==> src/rtl/loader_pkg.sv <==
`default_nettype none
// ============================================================================
// Module   : loader_pkg
// Purpose  : Shared definitions for the UART IMEM loader: RX state encoding
//            and the baud divisor computation.
// Revision : 1.0 - initial release
// ============================================================================
package loader_pkg;

  typedef enum logic [1:0] {
    IDLE  = 2'd0,
    START = 2'd1,
    DATA  = 2'd2,
    STOP  = 2'd3
  } rx_state_e;

  // Clocks per UART bit; integer division, caller guarantees result >= 4.
  function automatic int calc_div(input int clk_hz, input int baud);
    return clk_hz / baud;
  endfunction

endpackage
`default_nettype wire

==> src/rtl/uart_rx_byte.sv <==
`default_nettype none
// ============================================================================
// Module   : uart_rx_byte
// Purpose  : 8N1 UART receiver. Synchronizes rxd, detects start edges, samples
//            mid-bit and emits one-cycle byte_vld or frame_err pulses.
// Revision : 1.0 - initial release
// ============================================================================
module uart_rx_byte
  import loader_pkg::*;
#(
  parameter int DIV = 16
) (
  input  logic       clk,
  input  logic       rstn,
  input  logic       rxd,
  input  logic       rx_en,
  output logic       byte_vld,
  output logic [7:0] byte_data,
  output logic       frame_err
);

  localparam int                 CNT_W    = $clog2(DIV);
  localparam logic [CNT_W-1:0]   CNT_HALF = CNT_W'(DIV / 2);
  localparam logic [CNT_W-1:0]   CNT_LAST = CNT_W'(DIV - 1);

  logic             sync1_q;
  logic             rx_s_q;
  logic             rx_prev_q;
  rx_state_e        state_q, state_d;
  logic [CNT_W-1:0] cnt_q, cnt_d;
  logic [2:0]       bit_q, bit_d;
  logic [7:0]       shift_q, shift_d;
  logic             vld_q, vld_d;
  logic             ferr_q, ferr_d;
  logic             start_edge;

  assign start_edge = rx_prev_q & ~rx_s_q;
  assign byte_vld   = vld_q;
  assign byte_data  = shift_q;
  assign frame_err  = ferr_q;

  // Two-stage synchronizer plus one history stage for falling-edge detection.
  // Reset to the idle-high line level so reset release never looks like a start.
  always_ff @(posedge clk or negedge rstn) begin
    if (!rstn) begin
      sync1_q   <= 1'b1;
      rx_s_q    <= 1'b1;
      rx_prev_q <= 1'b1;
    end else begin
      sync1_q   <= rxd;
      rx_s_q    <= sync1_q;
      rx_prev_q <= rx_s_q;
    end
  end

  // Receiver state, baud counter, bit index and shift register.
  always_ff @(posedge clk or negedge rstn) begin
    if (!rstn) begin
      state_q <= IDLE;
      cnt_q   <= '0;
      bit_q   <= '0;
      shift_q <= '0;
      vld_q   <= 1'b0;
      ferr_q  <= 1'b0;
    end else begin
      state_q <= state_d;
      cnt_q   <= cnt_d;
      bit_q   <= bit_d;
      shift_q <= shift_d;
      vld_q   <= vld_d;
      ferr_q  <= ferr_d;
    end
  end

  // Next-state: mid-start check at DIV/2, then one sample every DIV clocks.
  always_comb begin
    state_d = state_q;
    cnt_d   = cnt_q + CNT_W'(1);
    bit_d   = bit_q;
    shift_d = shift_q;
    vld_d   = 1'b0;
    ferr_d  = 1'b0;
    case (state_q)
      IDLE: begin
        cnt_d = '0;
        if (rx_en && start_edge) state_d = START;
      end
      START: begin
        if (cnt_q == CNT_HALF) begin
          cnt_d = '0;
          bit_d = '0;
          state_d = rx_s_q ? IDLE : DATA;
        end
      end
      DATA: begin
        if (cnt_q == CNT_LAST) begin
          cnt_d   = '0;
          shift_d = {rx_s_q, shift_q[7:1]};
          bit_d   = bit_q + 3'd1;
          if (bit_q == 3'd7) state_d = STOP;
        end
      end
      STOP: begin
        if (cnt_q == CNT_LAST) begin
          cnt_d   = '0;
          state_d = IDLE;
          vld_d   = rx_s_q;
          ferr_d  = ~rx_s_q;
        end
      end
      default: state_d = IDLE;
    endcase
    // Disarming aborts any frame in flight.
    if (!rx_en) begin
      state_d = IDLE;
      cnt_d   = '0;
      vld_d   = 1'b0;
      ferr_d  = 1'b0;
    end
  end

endmodule
`default_nettype wire

==> src/rtl/uart_imem_loader.sv <==
`default_nettype none
// ============================================================================
// Module   : uart_imem_loader
// Purpose  : Assembles little-endian UART bytes into 32-bit words and writes
//            them to IMEM. Optional running byte checksum is enabled by
//            defining UART_IMEM_LOADER_CKSUM_EN.
// Revision : 1.0 - initial release
// ============================================================================
module uart_imem_loader
  import loader_pkg::*;
#(
  parameter int CLK_HZ = 100000000,
  parameter int BAUD   = 115200,
  parameter int ADDR_W = 6,
  parameter int WORDS  = 64
) (
  input  logic              clk,
  input  logic              rstn,
  input  logic              rxd,
  input  logic              load_en,
  output logic              we,
  output logic [ADDR_W-1:0] waddr,
  output logic [31:0]       wdata,
  output logic              busy,
  output logic              done,
  output logic [ADDR_W:0]   word_cnt,
  output logic              frame_err,
  output logic [7:0]        cksum
);

  localparam int            DIV       = calc_div(CLK_HZ, BAUD);
  localparam logic [ADDR_W:0] LAST_WORD = (ADDR_W + 1)'(WORDS - 1);

  logic              load_en_q;
  logic [1:0]        byte_cnt_q, byte_cnt_d;
  logic [31:0]       wdata_q, wdata_d;
  logic              we_q, we_d;
  logic [ADDR_W-1:0] waddr_q, waddr_d;
  logic [ADDR_W:0]   word_cnt_q, word_cnt_d;
  logic              done_q, done_d;
  logic              ferr_q, ferr_d;
  logic              busy_q, busy_d;
  logic              load_rise;
  logic              rx_en;
  logic              accept;
  logic              byte_vld;
  logic [7:0]        byte_data;
  logic              frame_pulse;

  // A rising load_en re-arms even if the previous load had completed.
  assign load_rise = load_en & ~load_en_q;
  assign rx_en     = load_en & (~done_q | load_rise);
  assign accept    = byte_vld & rx_en;

  uart_rx_byte #(
    .DIV (DIV)
  ) u_rx (
    .clk       (clk),
    .rstn      (rstn),
    .rxd       (rxd),
    .rx_en     (rx_en),
    .byte_vld  (byte_vld),
    .byte_data (byte_data),
    .frame_err (frame_pulse)
  );

  // Assembler and status registers.
  always_ff @(posedge clk or negedge rstn) begin
    if (!rstn) begin
      load_en_q  <= 1'b0;
      byte_cnt_q <= '0;
      wdata_q    <= '0;
      we_q       <= 1'b0;
      waddr_q    <= '0;
      word_cnt_q <= '0;
      done_q     <= 1'b0;
      ferr_q     <= 1'b0;
      busy_q     <= 1'b0;
    end else begin
      load_en_q  <= load_en;
      byte_cnt_q <= byte_cnt_d;
      wdata_q    <= wdata_d;
      we_q       <= we_d;
      waddr_q    <= waddr_d;
      word_cnt_q <= word_cnt_d;
      done_q     <= done_d;
      ferr_q     <= ferr_d;
      busy_q     <= busy_d;
    end
  end

  // Byte lane fill, write strobe, post-write address advance and load control.
  always_comb begin
    byte_cnt_d = byte_cnt_q;
    wdata_d    = wdata_q;
    we_d       = 1'b0;
    waddr_d    = waddr_q;
    word_cnt_d = word_cnt_q;
    done_d     = done_q;
    ferr_d     = ferr_q;
    busy_d     = busy_q;
    if (accept) begin
      wdata_d[{byte_cnt_q, 3'b000} +: 8] = byte_data;
      byte_cnt_d = byte_cnt_q + 2'd1;
      we_d       = (byte_cnt_q == 2'd3);
      busy_d     = 1'b1;
    end
    if (we_q) begin
      waddr_d    = waddr_q + ADDR_W'(1);
      word_cnt_d = word_cnt_q + (ADDR_W + 1)'(1);
      byte_cnt_d = '0;
      if (word_cnt_q == LAST_WORD) begin
        done_d = 1'b1;
        busy_d = 1'b0;
      end
    end
    if (frame_pulse && rx_en) ferr_d = 1'b1;
    if (!load_en) begin
      byte_cnt_d = '0;
      busy_d     = 1'b0;
    end
    if (load_rise) begin
      byte_cnt_d = '0;
      waddr_d    = '0;
      word_cnt_d = '0;
      done_d     = 1'b0;
      ferr_d     = 1'b0;
    end
  end

`ifdef UART_IMEM_LOADER_CKSUM_EN
  logic [7:0] cksum_q, cksum_d;

  // Running modulo-256 sum of accepted bytes, restarted on each new load.
  always_ff @(posedge clk or negedge rstn) begin
    if (!rstn) cksum_q <= '0;
    else       cksum_q <= cksum_d;
  end

  // Checksum next-value.
  always_comb begin
    cksum_d = cksum_q;
    if (accept)    cksum_d = cksum_q + byte_data;
    if (load_rise) cksum_d = '0;
  end

  assign cksum = cksum_q;
`else
  assign cksum = 8'd0;
`endif

  assign we        = we_q;
  assign waddr     = waddr_q;
  assign wdata     = wdata_q;
  assign busy      = busy_q;
  assign done      = done_q;
  assign word_cnt  = word_cnt_q;
  assign frame_err = ferr_q;

endmodule
`default_nettype wire

==> config.mk <==
export PLATFORM = sky130hd
export DESIGN_NAME = uart_imem_loader
export DESIGN_NICKNAME = d
export VERILOG_FILES = /design/src/rtl/loader_pkg.sv /design/src/rtl/uart_rx_byte.sv /design/src/rtl/uart_imem_loader.sv
export SDC_FILE = /design/constraint.sdc
export NUM_CORES = 1
export LEC_CHECK = 0
export BUFFER_PORTS_ARGS = -buffer_cell sky130_fd_sc_hd__buf_2
export CORE_UTILIZATION = 51
export DETAILED_ROUTE_END_ITERATION = 12
export GPL_TIMING_DRIVEN = 1
export PLACE_DENSITY = 0.8
export REMOVE_ABC_BUFFERS = 1
export SLEW_MARGIN = 25
export SYNTH_ARGS = -nofsm -noshare
export SYNTH_HDL_FRONTEND = slang
export SYNTH_SLANG_ARGS = --single-unit
==> constraint.sdc <==
create_clock -name clk -period 2.3 [get_ports clk]
set_input_delay 0.69 -clock clk [delete_from_list [all_inputs] [get_ports clk]]
set_output_delay 0.69 -clock clk [all_outputs]
set_load 0.02 [all_outputs]
==> impl_metrics.yaml, run 1 <==
run_status:
  outcome: "complete, no violations"
clock_network:
  cts.sinks: 80
  cts_buffers: 9
  post_cts_buffers: 0
  root_buffer: "clkbuf_8"
  clock_latency_ns: 0.35
  cts_hold_buf: 0
  clockBufferDepth: 2
  cts-resized-gates: 0
  h-tree-depth: 3
  cts_tree: "done"
  clk_pin_slew_ns: 0.08
run:
  drv_cap: 0
logic_synthesis:
  yosysSeqAreaShare_pct: 55.7
  synth_common_cells: "77 x dfrtp_1, 76 x nand2_1, 33 x nor2_1, 33 x o21ai_0, 16 x ha_1"
  synth_top_family_by_area: "simple AND/OR/NAND/NOR gates"
  synth_top_cell_by_area: "dfrtp_1"
  ys_types: 43
  yosysWarnings: 0
  synth_mux_area_share_pct: 4.20
  synth_cells: 353
  synthXorXnorAreaFrac_pct: 4.13
  syn_area_um2: 3600
  synthAdderAreaFrac_pct: 5.56
  synth_simple_gate_area_share_pct: 18.5
  synthFlopType: "dfrtp_1"
  async_reset_ff_share_pct: 100
  ys_ff_latch: 80
  synth_compound_area_share_pct: 7.96
  synthDominantCellAreaShare_pct: 53.5
  synth_area_leaders: "dfrtp_1 54%, nand2_1 7.9%, ha_1 5.6%"
  synth_edf_count: 0
  syn_area_per_cell_um2: 10.2
  synth.most_common_cell: "dfrtp_1"
placement:
  pre_cts_ws_ns: 0.254
  postPlaceCellArea_um2: 3980
  place.gp.congestion: 0.751
  hpwl_um: 4860
  io_buffers: 52
cells_and_area:
  areaGrowthSynthToFinish_pct: 17.1
  multi_input_comb_area_um2: 1480
  fin_nets: 436
  n_antenna_cell: 0
  fill_cells: 563
  drive_above_1_share_pct: 21.9
  fin_area_um2: 4220
  register_area_um2: 2010
route:
  wl_um: 6960
  detail-route-antenna-nets: 0
  vias: 2668
  wl_per_cell_um: 13.5
  dr.first_iter.drc_count: 97
  first_pass_iters: 6
  drc: 0
  via_per_inst: 5.16
sta:
  max_freq_mhz: 504
  post-route-min-period_ns: 1.98
  drv_slew: 0
  rsz0062_at_grt: "no"
  hold_violations: 0
  period_share_pct: 86.2
  setup_ws_ns: 0.316
  setup_viol: 0
  fin_skew_ns: 0.00791
  worst_pin_slew_ns: 0.542
  relSlewSlack_pct: 63.7
global_routing:
  grt_pass1_vias: 2572
  grt_util_all_layers_pct: 20.5
  grt_pass1_wl_um: 11800
  antenna_found_initial: 0
  grt.overflow.total: 0
  grt_max_degree: 40
power:
  irDropWorstVdd_mv: 0.514
  power_leakage_nw: 2.05
  power_density_nw_per_um2: 659
  p_total_mw: 2.78
worst_setup_path:
  slowest_delay_ns: 0.45
  cp.arrival_ns: 2.23
  critPathLaunchType: "register"
  end_kind: "register"
  worstPathMaxFanout: 8
  worstSetupPathType: "register to register"
  crit_required_ns: 2.55
  slowest_stage: "dfrtp_1"
  cp_cell_sequence: "inv_1, ha_1, nand2b_1, nor2_1, nand2_1, o21ai_0"
floorplan:
  die_width_um: 86.0
  num_io_pins: 61
  dieArea_um2: 7400
  design.core.area_um2: 6790
  start_util_pct: 53.0
  rows: 30
  die_h_um: 86.0
hold_path:
  hold_class: "primary input to async pin"
## cell families after synthesis
kind of cell | Yosys count
simple gates | 148
flops | 80
compound gates | 48
buf+inv | 29
xor+xnor | 17
fa+ha+maj | 16
mux | 14
other cells | 1
## sequential cells by signal (all words and copies together), names as in the netlist
signal          flops
busy                1
byte_cnt_q          2
done                1
frame_err           1
load_en_q           1
u_rx.bit_q          3
u_rx.byte_data      8
u_rx.byte_vld       1
u_rx.cnt_q         10
u_rx.frame_err      1
u_rx.rx_prev_q      1
u_rx.rx_s_q         1
u_rx.state_q        2
u_rx.sync1_q        1
waddr               6
wdata              32
we                  1
word_cnt            7
## critical path, delay by kind of cell (launching register included)
family | cells | cell delay [ns]
AO/OA/AOI/OAI | 1 | 0.21
buffers and inverters | 1 | 0.16
AND/OR/NAND/NOR | 3 | 0.67
flip-flops | 1 | 0.45
adder cells (fa/ha/maj) | 1 | 0.40
## cell usage in the layout, fill, tap and decap left out, drive strengths merged, types with 3 or more instances in the layout
| master | Yosys | routed |
|---|---|---|
| a21oi | 4 | 4 |
| buf | 9 | 60 |
| bufinv | 0 | 3 |
| clkbuf | 6 | 10 |
| conb | 1 | 8 |
| dfrtp | 77 | 77 |
| dfstp | 3 | 3 |
| ha | 16 | 16 |
| inv | 14 | 14 |
| mux2 | 9 | 9 |
| mux2i | 5 | 5 |
| nand2 | 76 | 76 |
| nand3 | 13 | 13 |
| nand4 | 5 | 5 |
| nor2 | 33 | 33 |
| nor3 | 5 | 5 |
| o21ai | 34 | 34 |
| xnor2 | 9 | 9 |
| xor2 | 8 | 8 |
## path summary, 6_finish.rpt
check | startpoint | endpoint | slack, ns | cells past startpoint
min in group clk | u_rx.sync1_q | u_rx.rx_s_q | 0.36 | 0
min | rstn | u_rx.byte_data[6] | 0.30 | 1
min reg2reg | u_rx.sync1_q | u_rx.rx_s_q | 0.36 | 0
max | byte_cnt_q[0] | wdata[17] | 0.32 | 6
max reg2reg | byte_cnt_q[0] | wdata[17] | 0.32 | 6
max in group asynchronous | rstn | byte_cnt_q[0] | 1.35 | 2
## cell type report
class,instances,area share (%)
flip-flops and latches,80,47.6
multi-input cells,251,35.1
repair buffers,60,7.65
clock buffers,10,3.03
well taps,96,2.85
clock inverters,6,2.55
inverters,14,1.25
## per-stage QoR
stage | setup TNS, ns | instances | hold WS (ns) | util (%)
5_1_grt | 0 | 517 | 0.329 | 62.1
3_3_place_gp | 0 | 501 | 0.349 | 58.6
6_report | 0 | 517 | 0.300 | 62.1
3_5_place_dp | 0 | 501 | 0.348 | 58.6
2_1_floorplan | -0.0622 | 345 | 0.345 | -
4_1_cts | 0 | 517 | 0.300 | 62.1
## metal layers
layer / part of all wire, % / vias to the layer above / track usage (%)
met2: 47 / 76 / 34.5
met1: 46 / 1286 / 25.7
met5: 0 / - / 0
li1: - / 1297 / -
met3: 4.8 / 9 / 5.58
met4: 1.3 / 0 / 6.36
## power by group
group	switching [mW]	internal (mW)
logic	0.0931	0.0474
clock network	0.495	0.717
registers	0.0109	1.42
No activity file was read; power rests on OpenSTA's default activity.
==> run 2: changes to the inputs <==
==> constraint.sdc (replaced) <==
create_clock -name clk -period 2.3 [get_ports clk]
set_input_delay 0.345 -clock clk [delete_from_list [all_inputs] [get_ports clk]]
set_output_delay 0.345 -clock clk [all_outputs]
set_load 0.02 [all_outputs]
==> impl_metrics.yaml, run 2 (same netlist as run 1, synthesis figures left out) <==
placement:
  postPlaceCellArea_um2: 3980
  hpwl_um: 4740
  place.gp.congestion: 0.770
  dp.cells: 500
  io_buffers: 52
  pre_cts_ws_ns: 0.315
floorplan:
  die_width_um: 86.0
  start_util_pct: 53.0
  die_h_um: 86.0
  num_io_pins: 61
  design.core.area_um2: 6790
  dieArea_um2: 7400
  rows: 30
sta:
  worst_pin_slew_ns: 0.621
  hold_violations: 0
  setup-tns-final_ns: 0
  setup_viol: 0
  max_freq_mhz: 517
  post-route-min-period_ns: 1.93
  relSlewSlack_pct: 58.6
  drv_slew: 0
  timing.hold.ws_ns: 0.0246
  fin_skew_ns: 0.00711
  period_share_pct: 84.1
  setup_ws_ns: 0.367
  rsz0062_at_grt: "no"
clock_network:
  post_cts_buffers: 0
  clock_latency_ns: 0.34
  cts_hold_buf: 0
  cts_buffers: 9
  cts-resized-gates: 0
  clk_pin_slew_ns: 0.08
  cts.sinks: 80
  h-tree-depth: 3
  root_buffer: "clkbuf_8"
  cts_tree: "done"
  clockBufferDepth: 2
power:
  combPwrFrac_pct: 5.1
  swShare_pct: 21.9
  seqPwrFrac_pct: 53.1
  p_int_mw: 2.10
  irDropWorstVdd_mv: 0.379
  switchingPower_mw: 0.590
  pwr-share-clk_pct: 41.7
  power_density_nw_per_um2: 641
  power_leakage_nw: 2.04
cells_and_area:
  n_antenna_cell: 0
  final_cells: 516
  areaGrowthSynthToFinish_pct: 16.5
  final_common_cell: "dfrtp_1"
  largest_register_ffs: 32
  register_area_um2: 2010
  fin_area_um2: 4200
  fill_cells: 574
  multi_input_comb_area_um2: 1480
  layout_common_cells: "77 x dfrtp_1, 76 x nand2_1, 51 x buf_2"
  drive_above_1_share_pct: 21.9
  fin_nets: 435
worst_setup_path:
  end_kind: "register"
  slowest_stage: "or3b_4"
  crit_required_ns: 2.51
  critPathLaunchType: "register"
  rr_worst_depth: 4
  slowest_delay_ns: 0.44
  worstPathMaxFanout: 10
  worstSetupPathType: "register to register"
  cp_cell_sequence: "or3b_4, o41a_1, o21ai_2, nor2_1"
  cp.arrival_ns: 2.14
global_routing:
  antenna_found_initial: 0
  grt_max_degree: 52
  grt.overflow.total: 0
  grt_util_all_layers_pct: 20.4
  grt_pass1_vias: 2546
  grt_pass1_wl_um: 11700
route:
  vias: 2672
  dr.first_iter.drc_count: 144
  detail-route-antenna-nets: 0
  wl_um: 6870
  wl_per_cell_um: 13.3
  drc: 0
  via_per_inst: 5.18
  first_pass_iters: 4
hold_path:
  hold_class: "primary input to async pin"
run:
  drv_cap: 0
run_status:
  outcome: "complete, no violations"
run 2: final timing paths:
kind	startpoint	to	slack [ns]
worst max-delay path	u_rx.cnt_q[3]	u_rx.cnt_q[3]	0.37
worst min-delay path	rstn	wdata[28]	0.02
worst max register to register	u_rx.cnt_q[3]	u_rx.cnt_q[3]	0.37
worst min register to register	u_rx.sync1_q	u_rx.rx_s_q	0.36
max in group asynchronous	rstn	word_cnt[1]	1.63
min in group clk	rxd	u_rx.sync1_q	0.10
run 2: per-layer routing:
layer	vias up	routed length (um)	global-route usage [%]	part of all wire, %
met4	0	97	8.33	1.4
met3	13	330	4.52	4.8
met1	1289	3170	27.7	46
met2	75	3270	32.0	48
li1	1295	-	-	-
met5	-	0	0	0
run 2: through the flow:
step	power, mW	util, %
global placement	1.59	58.5
floorplan	1.54	-
global route	2.80	61.7
finish	2.69	61.7
CTS	2.71	61.7
detailed placement	1.59	58.5
run 2: area by class of cell:
| type | instances | area share [%] |
|---|---|---|
| Tap cell | 96 | 2.86 |
| Inverter | 14 | 1.25 |
| Clock buffer | 10 | 3.28 |
| Sequential cell | 80 | 47.8 |
| Clock inverter | 6 | 1.97 |
| Timing Repair Buffer | 59 | 7.52 |
| Multi-Input combinational cell | 251 | 35.3 |
run 2: critical path: cells and delay by family (launching register included):
family,cells,cell delay [ns]
compound gates,2,0.85
simple gates,2,0.54
flops,1,0.42
run 2: power by group through the flow:
stage	registers, mW	clock network, mW	logic (mW)
after detailed placement	1.46	0	0.140
after CTS	1.43	1.15	0.140
after global routing	1.43	1.21	0.158
after global placement	1.45	0	0.135
final	1.43	1.12	0.138
after floorplan	1.45	0	0.0863
==> run 3: changes to the inputs <==
Settings changed: CORE_UTILIZATION 51 to 50, PLACE_DENSITY 0.8 to 0.82.
Clock period 2.3 ns to 1.63 ns, I/O delays scaled along.
==> impl_metrics.yaml, run 3 (same netlist as run 1, synthesis figures left out) <==
worst_setup_path:
  worstPathMaxFanout: 4
  cp.arrival_ns: 2.06
  critPathLaunchType: "register"
  crit_top_cell: "buf_4"
  crit_required_ns: 1.89
  slowest_delay_ns: 0.39
  worstSetupPathType: "register to register"
  cp_cell_sequence: "ha_2, nand4bb_1, buf_4, nor3_4, buf_4, o211ai_1, buf_4, mux2i_1"
  end_kind: "register"
  path_buf_inv: 3
  slowest_stage: "dfrtp_1"
  crit_family: "buffers and inverters"
run_status:
  violations: "setup timing"
  outcome: "complete, but fails checks"
power:
  irDropWorstVdd_mv: 0.556
  power_leakage_nw: 2.20
  p_total_mw: 3.81
  power_density_nw_per_um2: 851
cells_and_area:
  areaGrowthSynthToFinish_pct: 24.3
  fin_area_um2: 4480
  n_antenna_cell: 0
  fin_nets: 464
  multi_input_comb_area_um2: 1530
  post-route-util_pct: 65.2
  register_area_um2: 2010
  fill_cells: 551
  drive_above_1_share_pct: 27.7
  final_common_cell: "dfrtp_1"
  largest_register_ffs: 32
  layout_common_cells: "77 x dfrtp_1, 75 x nand2_1, 51 x buf_2"
clock_network:
  clockBufferDepth: 2
  cts_buffers: 9
  clk_pin_slew_ns: 0.08
  clock_latency_ns: 0.35
  cts_tree: "done"
  h-tree-depth: 3
  root_buffer: "clkbuf_8"
  cts.sinks: 80
global_routing:
  grt.overflow.total: 0
  grt_pass1_wl_um: 12100
  antenna_found_initial: 0
  grt_util_all_layers_pct: 21.1
  grt_pass1_vias: 2608
  grt_max_degree: 81
sta:
  setup_viol: 23
  setup_ws_ns: -0.168
  timing.hold.ws_ns: 0.0852
  period_share_pct: 110
  fin_skew_ns: 0.00821
  max_freq_mhz: 556
  post-route-min-period_ns: 1.80
  hold_violations: 0
  drv_slew: 0
  setup-tns-final_ns: -2.26
  rsz0062_at_grt: "yes"
  worst_pin_slew_ns: 0.605
  relSlewSlack_pct: 59.5
route:
  wl_um: 7190
  dr.first_iter.drc_count: 172
  first_pass_iters: 4
  vias: 2714
  wl_per_cell_um: 13.2
  detail-route-antenna-nets: 0
  drc: 0
  via_per_inst: 4.99
placement:
  postPlaceCellArea_um2: 4150
  io_buffers: 52
  place.gp.congestion: 0.877
  hpwl_um: 4770
run:
  drv_cap: 0
floorplan:
  die_width_um: 86.9
  rows: 30
  num_io_pins: 61
  start_util_pct: 52.4
  design.core.area_um2: 6870
  die_h_um: 86.9
  dieArea_um2: 7550
hold_path:
  hold_class: "primary input to register"
## run 3: path summary, 6_finish.rpt
check                               from  slack [ns]             to  cells past startpoint
min reg2reg                 u_rx.sync1_q        0.36    u_rx.rx_s_q                      0
max                        u_rx.cnt_q[0]       -0.17  u_rx.bit_q[1]                      8
min in group asynchronous           rstn        0.46       wdata[2]                      3
max in group asynchronous           rstn        0.82   u_rx.sync1_q                      3
min                              load_en        0.09      load_en_q                      1
max reg2reg                u_rx.cnt_q[0]       -0.17  u_rx.bit_q[1]                      8
## run 3: power breakdown
group | leakage (nW) | internal [mW] | switching [mW]
Sequential | 1.10 | 2.00 | 0.0153
Combinational | 0.990 | 0.103 | 0.138
Clock | 0.103 | 0.857 | 0.698
Total | 2.20 | 2.96 | 0.852
## run 3: through the flow
step,setup WS (ns),std cells
floorplan,-0.536,345
global placement,-0.180,521
detailed placement,-0.222,521
CTS,-0.139,541
global route,-0.271,544
finish,-0.168,544
## run 3: cell type report
type | instances | share of cell area, %
timing repair buffer | 88 | 12.5
clock inverter | 5 | 1.82
tap | 96 | 2.68
clock buffer | 10 | 2.85
multi-input combinational | 251 | 34.1
inverter | 14 | 1.17
sequential | 80 | 44.8
## run 3: repair_timing
action / in CTS / in global routing
pin swaps: 7 / 4
buffers inserted: 3 / 3
hold buffers: 2 / 0
endpoints found under the hold margin: 78 / 0
resized for setup: 4 / 10
endpoints found under the setup margin: 23 / 53
## run 3: layer usage
metal,up-vias,part of all wire (%),GRT usage [%]
met2,66,50,34.6
met5,-,0,0
li1,1347,-,-
met1,1286,44,26.6
met3,15,4.1,5.50
met4,0,2.3,8.94
## run 3: worst reg2reg max path: cells and delay by family, from the launching register on
family | cells | cell delay [ns]
mux | 1 | 0.17
simple gates | 2 | 0.35
flops | 1 | 0.39
compound gates | 1 | 0.10
fa+ha+maj | 1 | 0.20
buf+inv | 3 | 0.50
